## config.mk

```make
export PLATFORM = sky130hd
export DESIGN_NAME = mc_control_seq
export DESIGN_NICKNAME = d
export VERILOG_FILES = /design/src/rtl/mc_control_seq.sv
export SDC_FILE = /design/constraint.sdc
export NUM_CORES = 1
export LEC_CHECK = 0
export CAP_MARGIN = 0
export CELL_PAD_IN_SITES_DETAIL_PLACEMENT = 0
export CELL_PAD_IN_SITES_GLOBAL_PLACEMENT = 1
export CORE_MARGIN = 1.5
export CORE_UTILIZATION = 30
export DETAILED_ROUTE_END_ITERATION = 8
export PLACE_DENSITY = 0.82
export REMOVE_ABC_BUFFERS = 1
export SETUP_SLACK_MARGIN = 0.4
export SYNTH_ARGS = -nofsm -noshare
export SYNTH_HDL_FRONTEND = slang
export SYNTH_SLANG_ARGS = --single-unit
export TNS_END_PERCENT = 100
```

## constraint.sdc

```tcl
create_clock -name clk -period 7.6 [get_ports clk]
set_clock_uncertainty 0.2 [all_clocks]
set_input_delay 2.28 -clock clk [delete_from_list [all_inputs] [get_ports clk]]
set_output_delay 2.28 -clock clk [all_outputs]
set_load 0.02 [all_outputs]
```

## src/rtl/mc_control_seq.sv

```systemverilog
// mc_control_seq: multicycle MIPS control sequencer with memory wait states,
// multi-cycle mult/div stalls and an exception-entry sequence.
module mc_control_seq #(
  parameter int MEM_WAIT  = 3,
  parameter int MD_CYCLES = 32,
  parameter int CNT_W     = 6
) (
  input  logic       clk,
  input  logic       reset,
  input  logic [5:0] opcode,
  input  logic [5:0] funct,
  input  logic       ovf,
  input  logic       div0,
  input  logic       alu_zero,
  output logic       pc_write,
  output logic       ir_write,
  output logic       mem_read,
  output logic       mem_write,
  output logic [1:0] iord,
  output logic       reg_write,
  output logic       reg_dst,
  output logic       mem_to_reg,
  output logic [2:0] alu_op,
  output logic [1:0] alu_src_a,
  output logic [1:0] alu_src_b,
  output logic       aluout_write,
  output logic [2:0] pc_source,
  output logic [1:0] excp_sel,
  output logic       epc_write,
  output logic       md_start,
  output logic       hilo_write,
  output logic [3:0] state_o,
  output logic       reset_out
);

  localparam int MEM_W = (MEM_WAIT < 1) ? 1 : MEM_WAIT;
  localparam int MD_C  = (MD_CYCLES < 1) ? 1 : MD_CYCLES;

  localparam logic [CNT_W-1:0] MEM_LAST = CNT_W'(MEM_W - 1);
  localparam logic [CNT_W-1:0] MEM_END  = CNT_W'(MEM_W);
  localparam logic [CNT_W-1:0] MD_LAST  = CNT_W'(MD_C - 1);

  localparam logic [5:0] OP_RTYPE = 6'h00;
  localparam logic [5:0] OP_J     = 6'h02;
  localparam logic [5:0] OP_BEQ   = 6'h04;
  localparam logic [5:0] OP_BNE   = 6'h05;
  localparam logic [5:0] OP_ADDI  = 6'h08;
  localparam logic [5:0] OP_LW    = 6'h23;
  localparam logic [5:0] OP_SW    = 6'h2B;

  localparam logic [5:0] F_JR   = 6'h08;
  localparam logic [5:0] F_MULT = 6'h18;
  localparam logic [5:0] F_DIV  = 6'h1A;
  localparam logic [5:0] F_ADD  = 6'h20;
  localparam logic [5:0] F_SUB  = 6'h22;
  localparam logic [5:0] F_AND  = 6'h24;
  localparam logic [5:0] F_SLT  = 6'h2A;

  localparam logic [1:0] EXCP_OPC  = 2'b00;
  localparam logic [1:0] EXCP_OVF  = 2'b01;
  localparam logic [1:0] EXCP_DIV0 = 2'b10;

  typedef enum logic [3:0] {
    S_RESET  = 4'd0,
    S_FETCH  = 4'd1,
    S_DECODE = 4'd2,
    S_EXEC_R = 4'd3,
    S_WB_R   = 4'd4,
    S_EXEC_I = 4'd5,
    S_WB_I   = 4'd6,
    S_MD     = 4'd7,
    S_ADDR   = 4'd8,
    S_MEM_RD = 4'd9,
    S_WB_MEM = 4'd10,
    S_MEM_WR = 4'd11,
    S_BRANCH = 4'd12,
    S_EXCP   = 4'd13
  } state_t;

  state_t           state, state_next;
  logic [CNT_W-1:0] cnt;
  logic [1:0]       excp_q, excp_next;

  // State, shared wait counter and latched exception cause; the counter
  // restarts on every state change so each state counts its own cycles.
  always_ff @(posedge clk or negedge reset) begin
    if (!reset) begin
      state  <= S_RESET;
      cnt    <= '0;
      excp_q <= EXCP_OPC;
    end else begin
      state <= state_next;
      cnt   <= (state_next != state) ? '0 : cnt + CNT_W'(1);
      if (state_next == S_EXCP && state != S_EXCP)
        excp_q <= excp_next;
    end
  end

  // Next-state selection and exception cause for entry into EXCP.
  always_comb begin
    state_next = state;
    excp_next  = EXCP_OPC;
    case (state)
      S_RESET:  state_next = S_FETCH;
      S_FETCH:  if (cnt == MEM_LAST) state_next = S_DECODE;
      S_DECODE: begin
        if (opcode == OP_RTYPE) begin
          case (funct)
            F_ADD, F_SUB, F_AND, F_SLT: state_next = S_EXEC_R;
            F_MULT, F_DIV:              state_next = S_MD;
            F_JR:                       state_next = S_FETCH;
            default:                    state_next = S_EXCP;
          endcase
        end else begin
          case (opcode)
            OP_ADDI:       state_next = S_EXEC_I;
            OP_LW, OP_SW:  state_next = S_ADDR;
            OP_BEQ, OP_BNE: state_next = S_BRANCH;
            OP_J:          state_next = S_FETCH;
            default:       state_next = S_EXCP;
          endcase
        end
      end
      S_EXEC_R: begin
        if (ovf && (funct == F_ADD || funct == F_SUB)) begin
          state_next = S_EXCP;
          excp_next  = EXCP_OVF;
        end else begin
          state_next = S_WB_R;
        end
      end
      S_WB_R:   state_next = S_FETCH;
      S_EXEC_I: begin
        if (ovf) begin
          state_next = S_EXCP;
          excp_next  = EXCP_OVF;
        end else begin
          state_next = S_WB_I;
        end
      end
      S_WB_I:   state_next = S_FETCH;
      S_MD: begin
        if (cnt == '0 && div0 && funct == F_DIV) begin
          state_next = S_EXCP;
          excp_next  = EXCP_DIV0;
        end else if (cnt == MD_LAST) begin
          state_next = S_FETCH;
        end
      end
      S_ADDR:   state_next = (opcode == OP_SW) ? S_MEM_WR : S_MEM_RD;
      S_MEM_RD: if (cnt == MEM_LAST) state_next = S_WB_MEM;
      S_WB_MEM: state_next = S_FETCH;
      S_MEM_WR: state_next = S_FETCH;
      S_BRANCH: state_next = S_FETCH;
      S_EXCP:   if (cnt == MEM_END) state_next = S_FETCH;
      default:  state_next = S_RESET;
    endcase
  end

  // Datapath controls decoded from state and counter (plus IR fields).
  always_comb begin
    pc_write     = 1'b0;
    ir_write     = 1'b0;
    mem_read     = 1'b0;
    mem_write    = 1'b0;
    iord         = 2'b00;
    reg_write    = 1'b0;
    reg_dst      = 1'b0;
    mem_to_reg   = 1'b0;
    alu_op       = 3'b000;
    alu_src_a    = 2'b00;
    alu_src_b    = 2'b00;
    aluout_write = 1'b0;
    pc_source    = 3'b000;
    excp_sel     = 2'b00;
    epc_write    = 1'b0;
    md_start     = 1'b0;
    hilo_write   = 1'b0;
    state_o      = state;
    reset_out    = (state == S_RESET);
    case (state)
      S_FETCH: begin
        mem_read  = 1'b1;
        alu_op    = 3'b001;
        alu_src_b = 2'b01;
        if (cnt == MEM_LAST) begin
          pc_write = 1'b1;
          ir_write = 1'b1;
        end
      end
      S_DECODE: begin
        alu_op       = 3'b001;
        alu_src_b    = 2'b11;
        aluout_write = 1'b1;
        if (opcode == OP_RTYPE && funct == F_JR) begin
          pc_write  = 1'b1;
          pc_source = 3'b011;
        end else if (opcode == OP_J) begin
          pc_write  = 1'b1;
          pc_source = 3'b010;
        end
      end
      S_EXEC_R: begin
        alu_src_a    = 2'b01;
        aluout_write = 1'b1;
        case (funct)
          F_ADD:   alu_op = 3'b001;
          F_SUB:   alu_op = 3'b010;
          F_AND:   alu_op = 3'b011;
          F_SLT:   alu_op = 3'b111;
          default: alu_op = 3'b000;
        endcase
      end
      S_WB_R: begin
        reg_write = 1'b1;
        reg_dst   = 1'b1;
      end
      S_EXEC_I, S_ADDR: begin
        alu_src_a    = 2'b01;
        alu_src_b    = 2'b10;
        alu_op       = 3'b001;
        aluout_write = 1'b1;
      end
      S_WB_I: reg_write = 1'b1;
      S_MD: begin
        md_start   = (cnt == '0);
        hilo_write = (cnt == MD_LAST);
      end
      S_MEM_RD: begin
        mem_read = 1'b1;
        iord     = 2'b01;
      end
      S_WB_MEM: begin
        reg_write  = 1'b1;
        mem_to_reg = 1'b1;
      end
      S_MEM_WR: begin
        mem_write = 1'b1;
        iord      = 2'b01;
      end
      S_BRANCH: begin
        alu_src_a = 2'b01;
        alu_op    = 3'b010;
        pc_source = 3'b001;
        pc_write  = (opcode == OP_BNE) ? !alu_zero : alu_zero;
      end
      S_EXCP: begin
        excp_sel = excp_q;
        if (cnt == '0) begin
          epc_write = 1'b1;
          alu_op    = 3'b010;
          alu_src_b = 2'b01;
        end else begin
          mem_read = 1'b1;
          iord     = 2'b10;
          if (cnt == MEM_END) begin
            pc_write  = 1'b1;
            pc_source = 3'b100;
          end
        end
      end
      default: ;
    endcase
  end

endmodule
```

; Word-level counts from Yosys, hierarchy flattened
; Cells that the tools add are included.
[totals]
register_bits = 12
latch_bits = 0
ram_bits = 0
romBits = 0
out_inout_bits = 30
word_cells = 108
memories = 0
[op_classes]
addsub = 1
n_mul = 0
n_div = 0
n_lt_le_gt_ge = 0
n_eq_ne = 32
shifts = 0
mux = 50
bitwise = 0
n_reduce_logical = 22
[op_table]
columns = operator, count
row1 = 6-bit equality test (second input constant), 6
row2 = 4-bit one-hot mux with 9 select lines, 1
row3 = 4-bit two-way mux, 8
row4 = 4-bit equality test (second input constant), 7
row5 = 3-bit one-hot mux with 4 select lines, 2
row6 = 1-bit two-way mux, 21
row7 = 6-bit by 2-bit equality test with 1-bit output (second input constant), 3
row8 = 6-bit by 5-bit equality test with 1-bit output (second input constant), 3
row9 = 4-bit by 3-bit equality test with 1-bit output (second input constant), 4
row10 = 4-bit one-hot mux with 4 select lines, 1
row11 = 4-bit OR reduction, 4
row12 = 2-bit two-way mux, 7
row13 = 6-bit by 3-bit equality test with 1-bit output (second input constant), 2
row14 = 6-bit by 4-bit equality test with 1-bit output (second input constant), 2
row15 = 6-bit zero test, 2
row16 = 4-bit one-hot mux with 3 select lines, 1
row17 = 2-bit OR reduction, 6
row18 = 3-bit one-hot mux with 3 select lines, 1
row19 = 4-bit by 2-bit equality test with 1-bit output (second input constant), 2
row20 = 2-bit one-hot mux with 4 select lines, 1
row21 = 6-bit by 1-bit adder with 6-bit output (second input constant), 1
row22 = 3-bit two-way mux, 2
row23 = 6-bit two-way mux, 1
row24 = 2-bit one-hot mux with 3 select lines, 1
row25 = 12 further kinds, 16

; Longest topological paths before layout
[depth]
depth_word = 7
mapped_depth = 8
mapped_depth_nobuf = 8

; Worst setup path before layout
; Ideal clock, no wire load.
[synth_path]
kind = input -> output
startpoint = input port opcode[5]
endpoint = output port pc_write
arrival_time_ns = 4.305
t_required_ns = 5.120
slack_ns = 0.815
cell_stages = 5
path_buffers = 0
path_cell_list = or4_4 -> or4_4 -> or4_4 -> a21oi_2 -> or4_1
[synth_between]
elab_chain_cells = 4
[synth_lines]
columns = element, line_no
row1 = "start, declared", 10  ; input logic [5:0] opcode,
row2 = 6-bit by 2-bit equality test with 1-bit output / 6-bit zero test (equally long branches), "198, 195"
row3 = 1-bit two-way mux / 1-bit logical AND (equally long branches), "198, 195"
row4 = 1-bit two-way mux, 195  ; if (opcode == OP_RTYPE && funct == F_JR) begin
row5 = 1-bit one-hot mux with 4 select lines (*), 181  ; case (state)
row6 = "end, declared", 15  ; output logic pc_write,
; Mark *: on every way between the ends. The rest lies on a longest branch, timed or not.

; Final worst setup path
; Same ends and word-level chain as after synthesis.

==> impl_results.md <==
* Status: finished, final reports clean
* Seq/Total Area, Yosys at 21.22%
* CP Capture Type: output pin
* Leakage Power at around 0.77 nW
* Post-synth EDFFs at 0
* Worst Tran Pin Value at 792.0 ps
* # setup viols final at 0
* Yosys warns at 0
* Final hold violations at 0
* Die X at about 70 um
* Global-route wire length before repair at roughly 6.8 mm
* Synth cell count leaders: nand2_1, nor3_1, nor2_1, dfrtp_1, a21oi_1
* Seq pwr share at 23.6%
* Worst vdd ir at 124.3 uV
* GRT Overall Usage at 16.39%
* Clock slew at reported path FFs at 50 ps
* Max Freq at 0.1407 GHz
* Clock Tree Buf Depth at 2
* Critical path startpoint category: input port
* Cell-internal power at 0.3050 mW
* P_sw at 0.2951 mW
* Via count at around 1500
* Cell with the most instances after synthesis: nand2_1
* Post-route ant nets at 0
* Cells taking the most area after synthesis: dfrtp_1, nor3_1, nand2_1, nor2_1, a21oi_1
* Std-Cell Rows at 24
* Worst slack, placed at approximately 53 ps
* First DRT Iteration DRCs at 99
* Min-Delay Path Class: reg -> reg
* Detailed-placement wirelength estimate at 3.153 mm
* Unrepaired setup endpoints after global routing: no
* Syn-to-layout area delta at 36.52%
* Routed vias/inst at 5.553
* Overflow after GRT at 0
* Largest net degree at the start of global routing at 29
* Hold-fix buffers, CTS at 0
* Starting Density at 31.84%
* Clock sink count at 12
* Post-Syn Instances at 180
* Ys async rst share at 100.0%
* Hold Slack at 270.2 ps
* Fin Setup TNS at 0 ps
* CP arrival at 4630 ps
* PD cells at around 310 nW/um2
* Number of synthesized register bits at 12
* Synth Area per Inst at 7.862 um2
* Min cycle time layout at 7109 ps
* Maxcap violations at 0
* Count of non-filler cells in the finished layout at 273
* Post-CTS Resized at 3
* Core region area at 4444 um2
* Primary FF master, synth: dfrtp_1
* Clock share of power at 11.4%
* Sw Share at between 40% and 50%
* Vias in the first global route at 1357
* Diode count at 0
* Die Area at roughly 5100 um2
* Wire length per cell at 14.89 um
* Initial antenna violation count at 0
* Clock buffer count from CTS at 3
* Worst-Skew Late Latency at 240 ps
* Post-Syn Area at around 1400 um2
* Yosys cell types at 59
* Dominant cell type by area after synthesis: dfrtp_1
* CTS H-Tree Depth at 1
* Drt first pass iters at 6
* Top-area cell type share of the netlist area at 21.22%
* Root buf cell: clkbuf_8
* Worst Path Required at 5120 ps
* Final Cycle Share at between 90% and 100%
* Total Wirelength at 4.065 mm
* Type of the worst setup path: in -> out
* DRC viols at 0
* Io pins at 47
* Share of layout cells above drive strength 1 at between 10% and 20%
* Final WS setup at 490.7 ps
* Dpl cells at 269
* Final max-slew violation count at 0
* Critical path peak fanout at 2
* Die H at just over 70 um
* Routability cong. at 0.8118
* Postcts setup bufs at 0
* Logic pwr share at 65.0%
* Buffers on Ports at 45
* Slew HR at 47.20%
* CTS tree: done
* Nets at around 240
-- stage by stage --
step	total power [mW]	area, um2	utilization (%)
4_1_cts	0.6072	1943	43.72
2_1_floorplan	0.3712	1354	-
3_3_place_gp	0.5342	1892	42.57
6_report	0.6001	1932	43.47
3_5_place_dp	0.5360	1892	42.57
5_1_grt	0.6482	1932	43.47
-- state kept, by name, indices dropped and copies added, names as in the netlist --
register,flops
cnt,6
state_o,4
excp_q,2
-- per-layer routing --
metal	vias to the layer above	share of wire, %	track usage (%)	wire (um)
met4	0	0	1.258	0
met1	715	48	24.01	1945
met5	-	0	0	0
li1	752	-	-	-
met2	49	46	25.93	1879
met3	0	5.9	3.376	240
-- critical path, stage by stage --
cell and delay, ps:
clkdlybuf4s50_1 430, or4_4 550, or4_4 440, or4_4 500
a21oi_2 140, or4_1 120, clkbuf_2 170
-- cell usage in the layout (no fill, tap or decap), types with 2 or more instances in the layout --
| cell | n |
|---|---|
| nor3b_1 | 3 |
| xnor2_1 | 3 |
| nor2b_1 | 5 |
| nor4b_1 | 3 |
| nand4b_1 | 3 |
| nand2_1 | 16 |
| nand3_1 | 7 |
| clkdlybuf4s50_1 | 42 |
| nor3_1 | 15 |
| nor4_1 | 2 |
| or4_4 | 3 |
| a21o_1 | 3 |
| nor2_1 | 13 |
| clkbuf_8 | 4 |
| nor4_2 | 2 |
| or2_1 | 4 |
| or4b_1 | 3 |
| dfrtp_1 | 12 |
| ha_1 | 3 |
| and2_1 | 2 |
| nand2b_1 | 3 |
| a21oi_1 | 8 |
| buf_4 | 3 |
| xor2_1 | 2 |
| o21ai_1 | 2 |
| and3_1 | 5 |
| o21ai_0 | 6 |
| clkbuf_2 | 3 |
| or4_1 | 3 |
| nand4_1 | 2 |
| o22ai_1 | 2 |
| inv_1 | 6 |
| a211o_1 | 2 |
-- power by group through the flow --
stage	clock network (mW)	logic (mW)	registers, mW
after floorplan	0	0.237	0.134
after global placement	0	0.392	0.142
after detailed placement	0	0.394	0.142
after CTS	0.0716	0.394	0.142
after global routing	0.0739	0.426	0.149
final	0.0686	0.390	0.142
-- cells by family after synthesis --
family	Yosys count	synth area share [%]
mux	1	0.7074
fa+ha+maj	3	2.653
simple gates	103	44.92
xor+xnor	5	3.095
flops	12	21.22
buf+inv	18	6.188
compound gates	37	20.96
other cells	1	0.2650
-- final timing paths --
path | start | to | slack [ps] | cells past startpoint
hold / removal | excp_q[0] | excp_q[0] | 270 | 1
max in group asynchronous | reset | cnt[0] | 4660 | 1
min in group asynchronous | reset | state_o[0] | 2190 | 1
setup / recovery | opcode[5] | pc_write | 490 | 7
setup reg to reg | state_o[1] | cnt[2] | 4790 | 4
hold reg to reg | excp_q[0] | excp_q[0] | 270 | 1
-- area by class of cell --
cell class | count | area (um2)
Timing Repair Buffer | 48 | 457.9
Tap cell | 52 | 65.06
Multi-Input combinational cell | 150 | 1027
Fill cell | 458 | 2512
Inverter | 7 | 26.28
Sequential cell | 12 | 300.3
Clock buffer | 4 | 55.05
(Power assumes the default switching activity.)
